$ cat config.mk
export PLATFORM = sky130hd
export DESIGN_NAME = dmem_port_arbiter_flat
export DESIGN_NICKNAME = d
export VERILOG_FILES = /design/src/rtl/dmem_port_arbiter_if.sv /design/src/rtl/dmem_port_arbiter.sv /design/src/flat_wrapper.sv
export SDC_FILE = /design/constraint.sdc
export NUM_CORES = 1
export LEC_CHECK = 0
export ABC_AREA = 1
export ABC_CLOCK_PERIOD_IN_PS = 2500
export BUFFER_PORTS_ARGS = -buffer_cell sky130_fd_sc_hd__clkbuf_2
export CAP_MARGIN = 30
export CORE_UTILIZATION = 40
export DETAILED_ROUTE_END_ITERATION = 8
export MAX_ROUTING_LAYER = met4
export PLACE_DENSITY_LB_ADDON = 0.1
export SKIP_CTS_REPAIR_TIMING = 1
export SLEW_MARGIN = 30
export SYNTH_ARGS = -nofsm -noshare
export SYNTH_HDL_FRONTEND = slang
export SYNTH_SLANG_ARGS = --single-unit
$ cat constraint.sdc
create_clock -name clock -period 2.5 [get_ports clock]
set_input_delay 0.125 -clock clock [delete_from_list [all_inputs] [get_ports clock]]
set_output_delay 0.125 -clock clock [all_outputs]
set_load 0.02 [all_outputs]
$ cat src/rtl/dmem_port_arbiter_if.sv
// rtl/dmem_port_arbiter_if.sv - requester and dmem pin bundle for the data memory arbiter
interface dmem_port_arbiter_if #(
    parameter int ADDR_W = 12,
    parameter int DATA_W = 32
);
    logic              req0;
    logic              req1;
    logic              we0;
    logic              we1;
    logic [ADDR_W-1:0] addr0;
    logic [ADDR_W-1:0] addr1;
    logic [DATA_W-1:0] wdata0;
    logic [DATA_W-1:0] wdata1;
    logic              gnt0;
    logic              gnt1;
    logic              rvalid0;
    logic              rvalid1;
    logic [DATA_W-1:0] rdata0;
    logic [DATA_W-1:0] rdata1;
    logic [ADDR_W-1:0] mem_address;
    logic [DATA_W-1:0] mem_data;
    logic              mem_wren;
    logic [DATA_W-1:0] mem_q;

    modport slave (
        input  req0, req1, we0, we1, addr0, addr1, wdata0, wdata1, mem_q,
        output gnt0, gnt1, rvalid0, rvalid1, rdata0, rdata1, mem_address, mem_data, mem_wren
    );

    modport master (
        output req0, req1, we0, we1, addr0, addr1, wdata0, wdata1, mem_q,
        input  gnt0, gnt1, rvalid0, rvalid1, rdata0, rdata1, mem_address, mem_data, mem_wren
    );
endinterface

$ cat src/rtl/dmem_port_arbiter.sv
// rtl/dmem_port_arbiter.sv - two-requester single-port data memory arbiter and access sequencer
module dmem_port_arbiter #(
    parameter int ADDR_W     = 12,
    parameter int DATA_W     = 32,
    parameter int RD_LAT     = 1,
    parameter int FIXED_PRIO = 0
) (
    input  logic               clock,
    input  logic               reset,
    dmem_port_arbiter_if.slave bus
);
    localparam int CNT_W = $clog2(RD_LAT + 1);

    typedef enum logic [1:0] {IDLE, ISSUE, WAIT, RESP} state_t;

    state_t            state;
    logic              owner;
    logic              own_we;
    logic              last;
    logic [CNT_W-1:0]  cnt;

    logic              win;
    logic              sel_we;
    logic [ADDR_W-1:0] sel_addr;
    logic [DATA_W-1:0] sel_data;

    // On a tie the round-robin pointer hands the slot to the port not served last.
    always_comb begin
        win = 1'b0;
        if (bus.req1 && !bus.req0) begin
            win = 1'b1;
        end else if (bus.req0 && bus.req1 && FIXED_PRIO == 0) begin
            win = !last;
        end
        sel_we   = win ? bus.we1    : bus.we0;
        sel_addr = win ? bus.addr1  : bus.addr0;
        sel_data = win ? bus.wdata1 : bus.wdata0;
    end

    always_ff @(posedge clock or negedge reset) begin
        if (!reset) begin
            state           <= IDLE;
            owner           <= 1'b0;
            own_we          <= 1'b0;
            last            <= 1'b1;
            cnt             <= '0;
            bus.gnt0        <= 1'b0;
            bus.gnt1        <= 1'b0;
            bus.rvalid0     <= 1'b0;
            bus.rvalid1     <= 1'b0;
            bus.rdata0      <= '0;
            bus.rdata1      <= '0;
            bus.mem_address <= '0;
            bus.mem_data    <= '0;
            bus.mem_wren    <= 1'b0;
        end else begin
            bus.gnt0     <= 1'b0;
            bus.gnt1     <= 1'b0;
            bus.rvalid0  <= 1'b0;
            bus.rvalid1  <= 1'b0;
            bus.mem_wren <= 1'b0;
            case (state)
                IDLE: begin
                    if (bus.req0 || bus.req1) begin
                        owner           <= win;
                        last            <= win;
                        own_we          <= sel_we;
                        bus.mem_address <= sel_addr;
                        bus.mem_data    <= sel_data;
                        bus.mem_wren    <= sel_we;
                        bus.gnt0        <= !win;
                        bus.gnt1        <= win;
                        state           <= ISSUE;
                    end
                end
                ISSUE: begin
                    if (own_we) begin
                        state <= IDLE;
                    end else begin
                        cnt   <= CNT_W'(RD_LAT);
                        state <= WAIT;
                    end
                end
                WAIT: begin
                    // mem_q is valid during the final WAIT cycle; capture it and pulse rvalid next.
                    if (cnt == CNT_W'(1)) begin
                        if (owner) begin
                            bus.rdata1  <= bus.mem_q;
                            bus.rvalid1 <= 1'b1;
                        end else begin
                            bus.rdata0  <= bus.mem_q;
                            bus.rvalid0 <= 1'b1;
                        end
                        state <= RESP;
                    end else begin
                        cnt <= cnt - CNT_W'(1);
                    end
                end
                RESP: begin
                    state <= IDLE;
                end
                default: begin
                    state <= IDLE;
                end
            endcase
        end
    end
endmodule

$ cat src/flat_wrapper.sv
// flat-port wrapper written by rule: the top's interface ports become plain ports
module dmem_port_arbiter_flat 
#(
    parameter int ADDR_W     = 12,
    parameter int DATA_W     = 32,
    parameter int RD_LAT     = 1,
    parameter int FIXED_PRIO = 0
)
  (clock, reset, bus_req0, bus_req1, bus_we0, bus_we1, bus_addr0, bus_addr1, bus_wdata0, bus_wdata1, bus_mem_q, bus_gnt0, bus_gnt1, bus_rvalid0, bus_rvalid1, bus_rdata0, bus_rdata1, bus_mem_address, bus_mem_data, bus_mem_wren);
  dmem_port_arbiter_if #(.ADDR_W(ADDR_W), .DATA_W(DATA_W)) bus_i ();
  input  logic clock;
  input  logic reset;
  input wire logic [$bits(bus_i.req0)-1:0] bus_req0;
  input wire logic [$bits(bus_i.req1)-1:0] bus_req1;
  input wire logic [$bits(bus_i.we0)-1:0] bus_we0;
  input wire logic [$bits(bus_i.we1)-1:0] bus_we1;
  input wire logic [$bits(bus_i.addr0)-1:0] bus_addr0;
  input wire logic [$bits(bus_i.addr1)-1:0] bus_addr1;
  input wire logic [$bits(bus_i.wdata0)-1:0] bus_wdata0;
  input wire logic [$bits(bus_i.wdata1)-1:0] bus_wdata1;
  input wire logic [$bits(bus_i.mem_q)-1:0] bus_mem_q;
  output wire logic [$bits(bus_i.gnt0)-1:0] bus_gnt0;
  output wire logic [$bits(bus_i.gnt1)-1:0] bus_gnt1;
  output wire logic [$bits(bus_i.rvalid0)-1:0] bus_rvalid0;
  output wire logic [$bits(bus_i.rvalid1)-1:0] bus_rvalid1;
  output wire logic [$bits(bus_i.rdata0)-1:0] bus_rdata0;
  output wire logic [$bits(bus_i.rdata1)-1:0] bus_rdata1;
  output wire logic [$bits(bus_i.mem_address)-1:0] bus_mem_address;
  output wire logic [$bits(bus_i.mem_data)-1:0] bus_mem_data;
  output wire logic [$bits(bus_i.mem_wren)-1:0] bus_mem_wren;
  assign bus_i.req0 = bus_req0;
  assign bus_i.req1 = bus_req1;
  assign bus_i.we0 = bus_we0;
  assign bus_i.we1 = bus_we1;
  assign bus_i.addr0 = bus_addr0;
  assign bus_i.addr1 = bus_addr1;
  assign bus_i.wdata0 = bus_wdata0;
  assign bus_i.wdata1 = bus_wdata1;
  assign bus_i.mem_q = bus_mem_q;
  assign bus_gnt0 = bus_i.gnt0;
  assign bus_gnt1 = bus_i.gnt1;
  assign bus_rvalid0 = bus_i.rvalid0;
  assign bus_rvalid1 = bus_i.rvalid1;
  assign bus_rdata0 = bus_i.rdata0;
  assign bus_rdata1 = bus_i.rdata1;
  assign bus_mem_address = bus_i.mem_address;
  assign bus_mem_data = bus_i.mem_data;
  assign bus_mem_wren = bus_i.mem_wren;
  dmem_port_arbiter #(.ADDR_W(ADDR_W), .DATA_W(DATA_W), .RD_LAT(RD_LAT), .FIXED_PRIO(FIXED_PRIO)) u_core (.clock(clock), .reset(reset), .bus(bus_i));
endmodule
* After elaboration in Yosys (flattened, before gate mapping)
Index checks and enable logic that the tools add are counted.
Widths: inputs -> output; s select.
** Storage, ports and cells
- Flip-flop bits (word level) :: 119
- Input bits :: 126
- Output and inout port bits :: 113
- Logic and storage cells :: 59
** Operators by class
- Add/subtract/negate cells :: 1
- Equal/unequal tests :: 6
- Multiplexer cells :: 24
- Bitwise logic cells :: 1
- Reduce and logical (&&, ||, !) cells :: 13
** Operators with widths (count)
- $mux 32 :: 1
- $mux 1 :: 17
- $mux 12 :: 1
- $pmux 2 s4 :: 1
- $mux 2 :: 3
- $reduce_and 2->1 :: 3
- $reduce_and 3->1 :: 2
- $eq 2x2->1 const B :: 2
- $ne 2x1->1 const B :: 2
- $logic_not 1->1 :: 3
- $eq 2x1->1 const B :: 1
- $logic_and 1x1->1 :: 2
- $logic_not 2->1 :: 1
- $ne 2x2->1 const B :: 1
- $pmux 1 s2 :: 1
- $reduce_bool 2->1 :: 1
- $logic_or 1x1->1 :: 1
- $not 1->1 :: 1
- $sub 1x1->1 const B :: 1

* Logic depth before layout (Yosys ltp)
Gate-level depths: netlist (run 1).
- Depth in word-level cells :: 6
- Gate-level depth with buffers :: 8

* Worst setup path before layout (run 1)
Ideal clock, no wire load.
- Path kind :: reg-to-reg
- Start :: register u_core.last
- End :: register u_core.own_we
- Library setup time :: 119 ps
- Data arrival time :: 1115 ps
- Data required time :: 2381 ps
- Setup slack :: 1266 ps
- Stages on the path, launching flop included :: 7
- Path buffers :: 1
- Clock period less this slack :: 1234 ps
- Path through :: dfstp_2 > nand2_1 > nand2_1 > buf_2 > nand2_1 > nand3_1 > nand2_1
** Between the ends
- Cells in the longest elaborated chain, start to end :: 4
** RTL lines
- start, declared :: RTL line dmem_port_arbiter.sv:19 : logic last;
- start signal, assigned :: RTL line dmem_port_arbiter.sv:66 : last <= win;
- $logic_not 1->1 :: RTL line dmem_port_arbiter.sv:33 : win = !last;
- $mux 1 :: RTL line dmem_port_arbiter.sv:32 : end else if (bus.req0 && bus.req1 && FIXED_PRIO == 0) begin
- $mux 1 :: RTL line dmem_port_arbiter.sv:30 : if (bus.req1 && !bus.req0) begin
- $mux 1 :: RTL line dmem_port_arbiter.sv:35 : sel_we = win ? bus.we1 : bus.we0;
- end signal, assigned :: RTL line dmem_port_arbiter.sv:67 : own_we <= sel_we;
- end, declared :: RTL line dmem_port_arbiter.sv:18 : logic own_we;
No other way between the ends.
A chain may end at the register's enable or synchronous reset.

==> flow_summary_export.csv, run 1 <==
group,metric,value,unit
status,status,"finished, violations left",
status,violations,"hold timing",
place,dp.cells,991,
setup_path,critical_path_class,"flip-flop to flip-flop",
timing,worst_slack,0.978,ns
grt,gr-total-overflow,0,
floorplanning,core_area,0.0122,mm^2
finish,multi_input_area,0.00172,mm^2
detailed_routing,wl_per_cell,13.0,um
setup_path,worst-path-max-fanout,35,
grt,grt_pass1_wl,21500,um
setup_path,worstPathRequired,2.78,ns
grt,grt_max_degree,120,
timing,fmax,657,MHz
power_and_ir_drop,finalPower,9.88,mW
setup_path,worstPathArrival,1.81,ns
synth,synth_top_area_cell,"dfrtp_1",
clock_tree,clkTransAtPathRegs,0.05,ns
place,gp_congestion,0.815,
finish,syn2layout_area_growth,43.1,%
detailed_routing,drcViolationCount,0,
setup_path,startpoint_type,"flip-flop",
setup_path,crit_path_cell_trace,"inv_2 > nor2_1 > nand2_2 > buf_12 > nand2_1 > o21ai_1",
detailed_routing,postRouteAntennaNets,0,
clock_tree,clockRootBuffer,"clkbuf_16",
synth,syn-num-nets,741,
detailed_routing,drt_iter0_drc,329,
finish,final_cell_mix,"nand2_1 (269), clkbuf_2 (237), dfrtp_1 (118)",
floorplanning,start_util,41.8,%
grt,grt_pass1_vias,4696,
setup_path,slowest_delay,0.38,ns
timing,fin_skew,0.00915,ns
place,post-place-ws,0.991,ns
setup_path,critPathCaptureType,"flip-flop",
timing,fin_crit,1.52,ns
clock_tree,insertion_delay,0.40,ns
finish,n_antenna_cell,0,
finish,layout-drive-gt1-share,31.9,%
detailed_routing,wirelength,13700,um
finish,final_cells,1052,
floorplanning,ios,239,
timing,setup_tns,0,ns
timing,tightest_slew,0.824,ns
floorplanning,dieArea,0.0132,mm^2
power_and_ir_drop,power.density,1350,mW/mm^2
clock_tree,cts_buffer_depth,2,
timing,setup_viol,0,
timing,rsz0062_at_grt,"no",
clock_tree,cts_max_level,4,
clock_tree,cts_made_buffers,17,
synth,ys_ff_latch,119,
timing,fin_crit_sh,60.9,%
synth,synth-seq-area-share,58.4,%
finish,register_area,0.00298,mm^2
hold_path,worstHoldPathType,"primary input to flip-flop",
timing,drv_slew,0,
timing,finalHoldViolCount,5,
synth,syn_inst,615,
clock_tree,cts_tree,"done",
power_and_ir_drop,ir_drop,0.000610,V
finish,final_common_cell,"nand2_1",
synth,syn_area,0.00510,mm^2
detailed_routing,drt_pass1_iterations,5,
detailed_routing,vias,4883,
timing,hold_slack,-0.0205,ns
synth,synth.avg_cell_area,8.29,um^2
setup_path,cp.buffers_inverters,2,
synth,synth_top_area_share,57.9,%
floorplanning,die_y,115,um
place,io_buffer_count,238,
clock_tree,numClockSinks,119,
setup_path,slowest_stage,"dfrtp_1",
synth,netlist_top_cells_area,"dfrtp_1 (58%), nand2_1 (20%), nand3_1 (4.4%)",
finish,fillCellCount,1138,
finish,layout.nets,997,
power_and_ir_drop,leakage,4.25,nW
setup_path,cp_top_family,"simple AND/OR/NAND/NOR gates",
run,maxCapViolations,0,
detailed_routing,via_per_inst,4.64,
grt,antenna_found_initial,0,
synth,synth.distinct_cells,18,
place,dpl.hpwl,9160,um
synth,ys_warn_count,0,
floorplanning,row_count,40,
floorplanning,die_w,115,um
timing,slew-limit-headroom,45.0,%
grt,track_usage,21.7,%
-- final timing paths --
| check | from | to | slack, ns | depth (start not counted) |
|---|---|---|---|---|
| min in group asynchronous | reset | u_core.bus.rdata1[11]$_DFFE_PN0P_ | 0.31 | 3 |
| worst min-delay path | bus_mem_q[18] | u_core.bus.rdata0[18]$_DFFE_PN0P_ | -0.02 | 3 |
| max in group asynchronous | reset | u_core.bus.rdata0[4]$_DFFE_PN0P_ | 1.63 | 3 |
| worst max-delay path | flip-flop | u_core.bus.rdata0[19]$_DFFE_PN0P_ | 0.98 | 6 |
| worst max register to register | flip-flop | u_core.bus.rdata0[19]$_DFFE_PN0P_ | 0.98 | 6 |
| worst min register to register | u_core.last$_DFFE_PN1P_ | u_core.last$_DFFE_PN1P_ | 0.47 | 2 |
-- power by group --
group	total (mW)	leakage [nW]	switching (mW)	internal [mW]
Sequential	3.39	1.47	0.520	2.87
Combinational	4.07	2.50	2.75	1.31
Clock	2.42	0.288	0.836	1.58
Total	9.88	4.25	4.11	5.77
-- layout make-up --
cell class / instances / area share [%]
flip-flops and latches: 119 / 40.8
repair buffers: 274 / 21.6
inverters: 56 / 2.88
well taps: 168 / 2.88
multi-input cells: 403 / 23.6
clock buffers: 19 / 6.07
clock inverters: 13 / 2.13
-- worst reg2reg max path: cells and delay by family, from the launching register on --
kind,cells,cell delay [ns]
AOI/OAI and AO/OA,1,0.06
and+or+nand+nor,3,0.59
DFF,1,0.38
buffers and inverters,2,0.37
-- per-layer routing --
metal	vias to the layer above	track usage (%)	share of wire (%)
met5	-	-	0
met4	0	8.31	2.1
met3	25	6.11	5.7
met2	173	36.1	50
met1	2267	24.9	43
li1	2418	-	-
-- state kept, by name, summed over array words and instances, names as in the netlist, named ones only --
signal                  cells
u_core.bus.rvalid1          1
u_core.state                1
u_core.bus.gnt1             1
u_core.last                 1
u_core.bus.mem_data        32
u_core.owner                1
u_core.bus.rdata0          32
u_core.bus.gnt0             1
u_core.cnt                  1
u_core.bus.rdata1          32
u_core.bus.rvalid0          1
u_core.own_we               1
u_core.bus.mem_address     12
u_core.bus.mem_wren         1
-- kinds of logic (layout without fill, tap and decap cells) --
group	after synthesis	count (layout)	share of synthesized area, %
AOI/OAI and AO/OA	66	66	6.48
buffers and inverters	93	362	7.83
DFF	119	119	58.4
and+or+nand+nor	337	337	27.3
-- cell usage after synthesis (all sizes together) --
| master | instances |
|---|---|
| dfstp | 1 |
| nand2 | 271 |
| dfrtp | 118 |
| nand4 | 1 |
| nor2 | 5 |
| buf | 33 |
| nand3b | 15 |
| clkbuf | 4 |
| o21ai | 65 |
| nand3 | 45 |
| a21oi | 1 |
| inv | 56 |
-- stage by stage --
step | cell area, um^2 | util, %
floorplan | 5100 | -
global placement | 6410 | 52.5
detailed placement | 6410 | 52.5
CTS | 7000 | 57.4
global route | 7290 | 59.7
finish | 7290 | 59.7
(Power assumes the default switching activity.)
==> run 2: changes to the inputs <==
Settings changed: ABC_CLOCK_PERIOD_IN_PS 2500 to 1500.
Clock period 2.5 ns to 1.5 ns, I/O delays scaled along.
==> flow_summary_export.csv, run 2 (synthesis results as in run 1) <==
group,metric,value,unit
setup_path,startpoint_type,"flip-flop",
setup_path,cp_common_cell,"nand2_1",
setup_path,cp.buffers_inverters,1,
floorplanning,core_area,0.0122,mm^2
setup_path,worstPathRequired,1.85,ns
timing,drv_slew,0,
finish,syn2layout_area_growth,52.3,%
place,post-place-ws,0.133,ns
grt,antenna_found_initial,0,
finish,final_util,63.6,%
timing,finalHoldViolCount,32,
timing,fin_skew,0.00609,ns
detailed_routing,vias,5031,
grt,grt_max_degree,66,
detailed_routing,drcViolationCount,0,
hold_path,worstHoldPathType,"primary input to flip-flop",
place,place_area,0.00648,mm^2
timing,fin_crit_sh,92.2,%
detailed_routing,wl_per_cell,13.1,um
power_and_ir_drop,ir_drop,0.00108,V
timing,slew-limit-headroom,76.9,%
finish,final_cell_mix,"nand2_1 (269), clkbuf_2 (237), dfrtp_1 (118)",
power_and_ir_drop,leakage,4.47,nW
setup_path,slowest_stage,"dfstp_2",
detailed_routing,drt_pass1_iterations,6,
finish,layout-drive-gt1-share,31.1,%
floorplanning,die_y,115,um
clock_tree,insertion_delay,0.41,ns
setup_path,slowest_delay,0.52,ns
setup_path,critical_path_class,"flip-flop to flip-flop",
finish,layout.nets,1039,
timing,hold_slack,-0.0361,ns
floorplanning,die_w,115,um
timing,fmax,723,MHz
clock_tree,clkTransAtPathRegs,0.05,ns
floorplanning,start_util,41.8,%
finish,fillCellCount,1110,
timing,fin_crit,1.38,ns
timing,rsz0062_at_grt,"no",
power_and_ir_drop,finalPower,16.9,mW
timing,tightest_slew,0.347,ns
clock_tree,cts_tree,"done",
status,violations,"hold timing",
timing,setup_tns,0,ns
clock_tree,clockRootBuffer,"clkbuf_16",
detailed_routing,wirelength,14300,um
grt,grt_pass1_wl,21500,um
setup_path,crit_path_cell_trace,"nand2_1 > nand2_1 > buf_4 > nand2_1 > nand2_1 > nand2_1 > nand2_1",
floorplanning,row_count,40,
grt,track_usage,21.8,%
setup_path,worst-path-max-fanout,30,
setup_path,critPathCaptureType,"flip-flop",
grt,grt_pass1_vias,4515,
finish,final_cells,1095,
clock_tree,cts_made_buffers,17,
finish,final_common_cell,"nand2_1",
setup_path,worstPathArrival,1.73,ns
place,io_buffer_count,238,
place,dpl.hpwl,9370,um
timing,worst_slack,0.117,ns
detailed_routing,drt_iter0_drc,316,
clock_tree,numClockSinks,119,
floorplanning,ios,239,
grt,gr-total-overflow,0,
detailed_routing,postRouteAntennaNets,0,
finish,reg.largest.list,"u_core.bus.mem_data (32), u_core.bus.rdata0 (32), u_core.bus.rdata1 (32)",
status,status,"finished, violations left",
floorplanning,dieArea,0.0132,mm^2
clock_tree,cts_buffer_depth,2,
finish,finalInstanceArea,0.00777,mm^2
place,gp_congestion,0.824,
detailed_routing,via_per_inst,4.59,
run,maxCapViolations,0,
power_and_ir_drop,power.density,2170,mW/mm^2
setup_path,cp_top_family,"flip-flops",
clock_tree,cts_max_level,4,
timing,setup_viol,0,
place,dp.cells,997,
run 2: cell count changes in the layout (fill, tap and decap cells not counted), sizes merged:
cell,before,now
clkinv,7,3
dlygate4sd3,29,65
diode,0,1
buf,8,14
clkbuf,256,262
clkinvlp,3,1
run 2: final timing paths:
path / from / end / slack, ns / cells past startpoint
hold / removal: bus_wdata0[15] / u_core.bus.mem_data[15]$_DFFE_PN0P_ / -0.04 / 5
setup reg to reg: u_core.last$_DFFE_PN1P_ / u_core.bus.mem_data[19]$_DFFE_PN0P_ / 0.12 / 7
hold reg to reg: u_core.last$_DFFE_PN1P_ / u_core.last$_DFFE_PN1P_ / 0.46 / 2
max in group asynchronous: reset / u_core.last$_DFFE_PN1P_ / 0.83 / 3
setup / recovery: u_core.last$_DFFE_PN1P_ / u_core.bus.mem_data[19]$_DFFE_PN0P_ / 0.12 / 7
min in group asynchronous: reset / u_core.bus.rdata0[8]$_DFFE_PN0P_ / 0.08 / 2
run 2: layout make-up:
class / instances / area (um^2) / area share, %
antenna: 1 / 2.50 / 0.0322
sequential: 119 / 2980 / 38.4
clock inverter: 7 / 113 / 1.45
timing repair buffer: 316 / 2000 / 25.8
clock buffer: 25 / 526 / 6.77
inverter: 56 / 210 / 2.71
multi-input combinational: 403 / 1720 / 22.2
tap: 168 / 210 / 2.71
run 2: metal layers:
metal / vias up / share of wire (%) / track usage (%)
met5: - / 0 / -
met4: 0 / 2.6 / 9.61
met3: 31 / 6.6 / 6.69
met2: 193 / 49 / 34.3
met1: 2304 / 42 / 25.7
li1: 2503 / - / -
run 2: report_power, final:
part	leakage [nW]	switching, mW	internal [mW]	total (mW)
Sequential	1.47	0.807	4.79	5.59
Combinational	2.69	4.68	2.34	7.02
Clock	0.315	1.34	2.91	4.26
run 2: tightest hold or removal path: cells and delay by family:
family	cells	cell delay (ns)
buffers and inverters	1	0.08
AND/OR/NAND/NOR	4	0.19
==> run 3: changes to the inputs <==
Settings changed: HOLD_SLACK_MARGIN set to 0.02, REMOVE_ABC_BUFFERS set to 1.
==> flow_summary_export.csv, run 3 (synthesis results as in run 1) <==
group,metric,value,unit
clock_tree,cts_made_buffers,17,
floorplanning,start_util,41.8,%
clock_tree,clkTransAtPathRegs,0.06,ns
timing,fmax,719,MHz
detailed_routing,vias,5105,
run,maxCapViolations,0,
detailed_routing,drt_pass1_iterations,5,
finish,reg.largest.list,"u_core.bus.mem_data (32), u_core.bus.rdata0 (32), u_core.bus.rdata1 (32)",
power_and_ir_drop,leakage,4.58,nW
timing,finalHoldViolCount,18,
finish,fillCellCount,1065,
detailed_routing,wl_per_cell,13.6,um
setup_path,worstPathArrival,1.75,ns
status,status,"finished, violations left",
status,violations,"hold timing",
finish,n_antenna_cell,0,
setup_path,reg2reg_from,"u_core.last$_DFFE_PN1P_",
setup_path,slowest_delay,0.52,ns
setup_path,cp_top_family,"simple AND/OR/NAND/NOR gates",
grt,grt_pass1_wl,22900,um
clock_tree,clockRootBuffer,"clkbuf_16",
timing,fin_skew,0.00500,ns
power_and_ir_drop,power.density,2150,mW/mm^2
detailed_routing,drcViolationCount,0,
finish,finalInstanceArea,0.00801,mm^2
timing,slew-limit-headroom,69.6,%
clock_tree,insertion_delay,0.41,ns
timing,fin_crit,1.39,ns
setup_path,cp_common_cell,"nand2_1",
clock_tree,cts_buffer_depth,2,
detailed_routing,drt_iter0_drc,360,
clock_tree,cts_tree,"done",
floorplanning,ios,239,
place,dpl.hpwl,10200,um
hold_path,min_from,"bus_addr0[3]",
setup_path,reg2reg_depth,7,
detailed_routing,via_per_inst,4.57,
setup_path,worstPathRequired,1.85,ns
place,io_buffer_count,238,
floorplanning,core_area,0.0122,mm^2
timing,drv_slew,0,
floorplanning,dieArea,0.0132,mm^2
clock_tree,cts_max_level,4,
grt,gr-total-overflow,0,
setup_path,startpoint_type,"flip-flop",
setup_path,critPathCaptureType,"flip-flop",
hold_path,whs_path_depth,5,
timing,tightest_slew,0.456,ns
floorplanning,die_w,115,um
setup_path,crit_path_cell_trace,"nand2_1 > nand2_1 > buf_4 > nand2_1 > nand2_1 > nand2_1 > nand2_1",
finish,syn2layout_area_growth,57.0,%
grt,antenna_found_initial,0,
power_and_ir_drop,ir_drop,0.00109,V
floorplanning,row_count,40,
finish,layout.nets,1062,
detailed_routing,wirelength,15200,um
timing,hold_slack,-0.0222,ns
setup_path,slowest_stage,"dfstp_2",
setup_path,r2r-end,"u_core.bus.mem_data[15]$_DFFE_PN0P_",
place,place_area,0.00651,mm^2
finish,final_common_cell,"nand2_1",
hold_path,worstHoldPathType,"primary input to flip-flop",
clock_tree,numClockSinks,119,
grt,grt_pass1_vias,4735,
setup_path,rrSetupSlack,0.11,ns
detailed_routing,postRouteAntennaNets,0,
timing,fin_crit_sh,92.7,%
finish,layout-drive-gt1-share,30.7,%
place,gp_congestion,0.811,
finish,final_cell_mix,"nand2_1 (269), clkbuf_2 (237), dfrtp_1 (118)",
grt,track_usage,23.5,%
setup_path,critical_path_class,"flip-flop to flip-flop",
grt,grt_max_degree,42,
floorplanning,die_y,115,um
timing,setup_viol,0,
timing,setup_tns,0,ns
setup_path,cp.buffers_inverters,1,
hold_path,min_to,"u_core.bus.mem_address[3]$_DFFE_PN0P_",
setup_path,worst-path-max-fanout,19,
finish,final_util,65.6,%
==> run 3: routing by layer <==
| metal | up-vias | global-route usage [%] | wire (um) |
|---|---|---|---|
| li1 | 2546 | - | - |
| met3 | 33 | 6.59 | 954 |
| met5 | - | - | 0 |
| met2 | 196 | 36.8 | 7590 |
| met4 | 0 | 10.9 | 363 |
| met1 | 2330 | 28.2 | 6260 |
==> run 3: through the flow <==
step | hold slack (ns) | std cells | total power [mW] | worst slack [ns]
floorplan | -0.221 | 578 | 9.77 | -0.957
global placement | -0.0522 | 1001 | 12.5 | 0.198
detailed placement | -0.0509 | 1001 | 12.6 | 0.134
CTS | -0.495 | 1032 | 17.2 | 0.127
global route | 0.0212 | 1116 | 18.4 | -0.00134
finish | -0.0222 | 1116 | 17.2 | 0.109
==> run 3: power breakdown <==
part	total, mW	internal, mW	switching [mW]
combinational	7.10	2.43	4.67
sequential	5.65	4.79	0.866
clock	4.48	3.10	1.38
total	17.2	10.3	6.92
==> run 3: worst reg2reg max path: stages, from the launching register on <==
cell and delay [ns]:
dfstp_2 0.52, nand2_1 0.08, nand2_1 0.19, buf_4 0.27, nand2_1 0.08, nand2_1 0.07, nand2_1 0.07, nand2_1 0.07
==> run 3: area by class of cell <==
class | instances | area [um^2] | area share [%]
sequential | 119 | 2980 | 37.2
clock buffer | 22 | 484 | 6.05
inverter | 56 | 210 | 2.63
multi-input combinational | 403 | 1720 | 21.5
timing repair buffer | 339 | 2230 | 27.8
clock inverter | 9 | 170 | 2.13
tap | 168 | 210 | 2.63
==> run 3: worst max-delay path by stage <==
stage | from | endpoint | slack (ns) | depth (start not counted)
after floorplan | u_core.last$_DFFE_PN1P_ | u_core.own_we$_DFFE_PN0P_ | -0.96 | 5
after global placement | u_core.last$_DFFE_PN1P_ | u_core.bus.mem_data[31]$_DFFE_PN0P_ | 0.20 | 7
after detailed placement | u_core.last$_DFFE_PN1P_ | u_core.bus.mem_data[0]$_DFFE_PN0P_ | 0.13 | 6
after CTS | u_core.last$_DFFE_PN1P_ | u_core.bus.mem_data[31]$_DFFE_PN0P_ | 0.13 | 7
after global routing | u_core.last$_DFFE_PN1P_ | u_core.bus.mem_data[15]$_DFFE_PN0P_ | -0.001 | 7
final | u_core.last$_DFFE_PN1P_ | u_core.bus.mem_data[15]$_DFFE_PN0P_ | 0.11 | 7
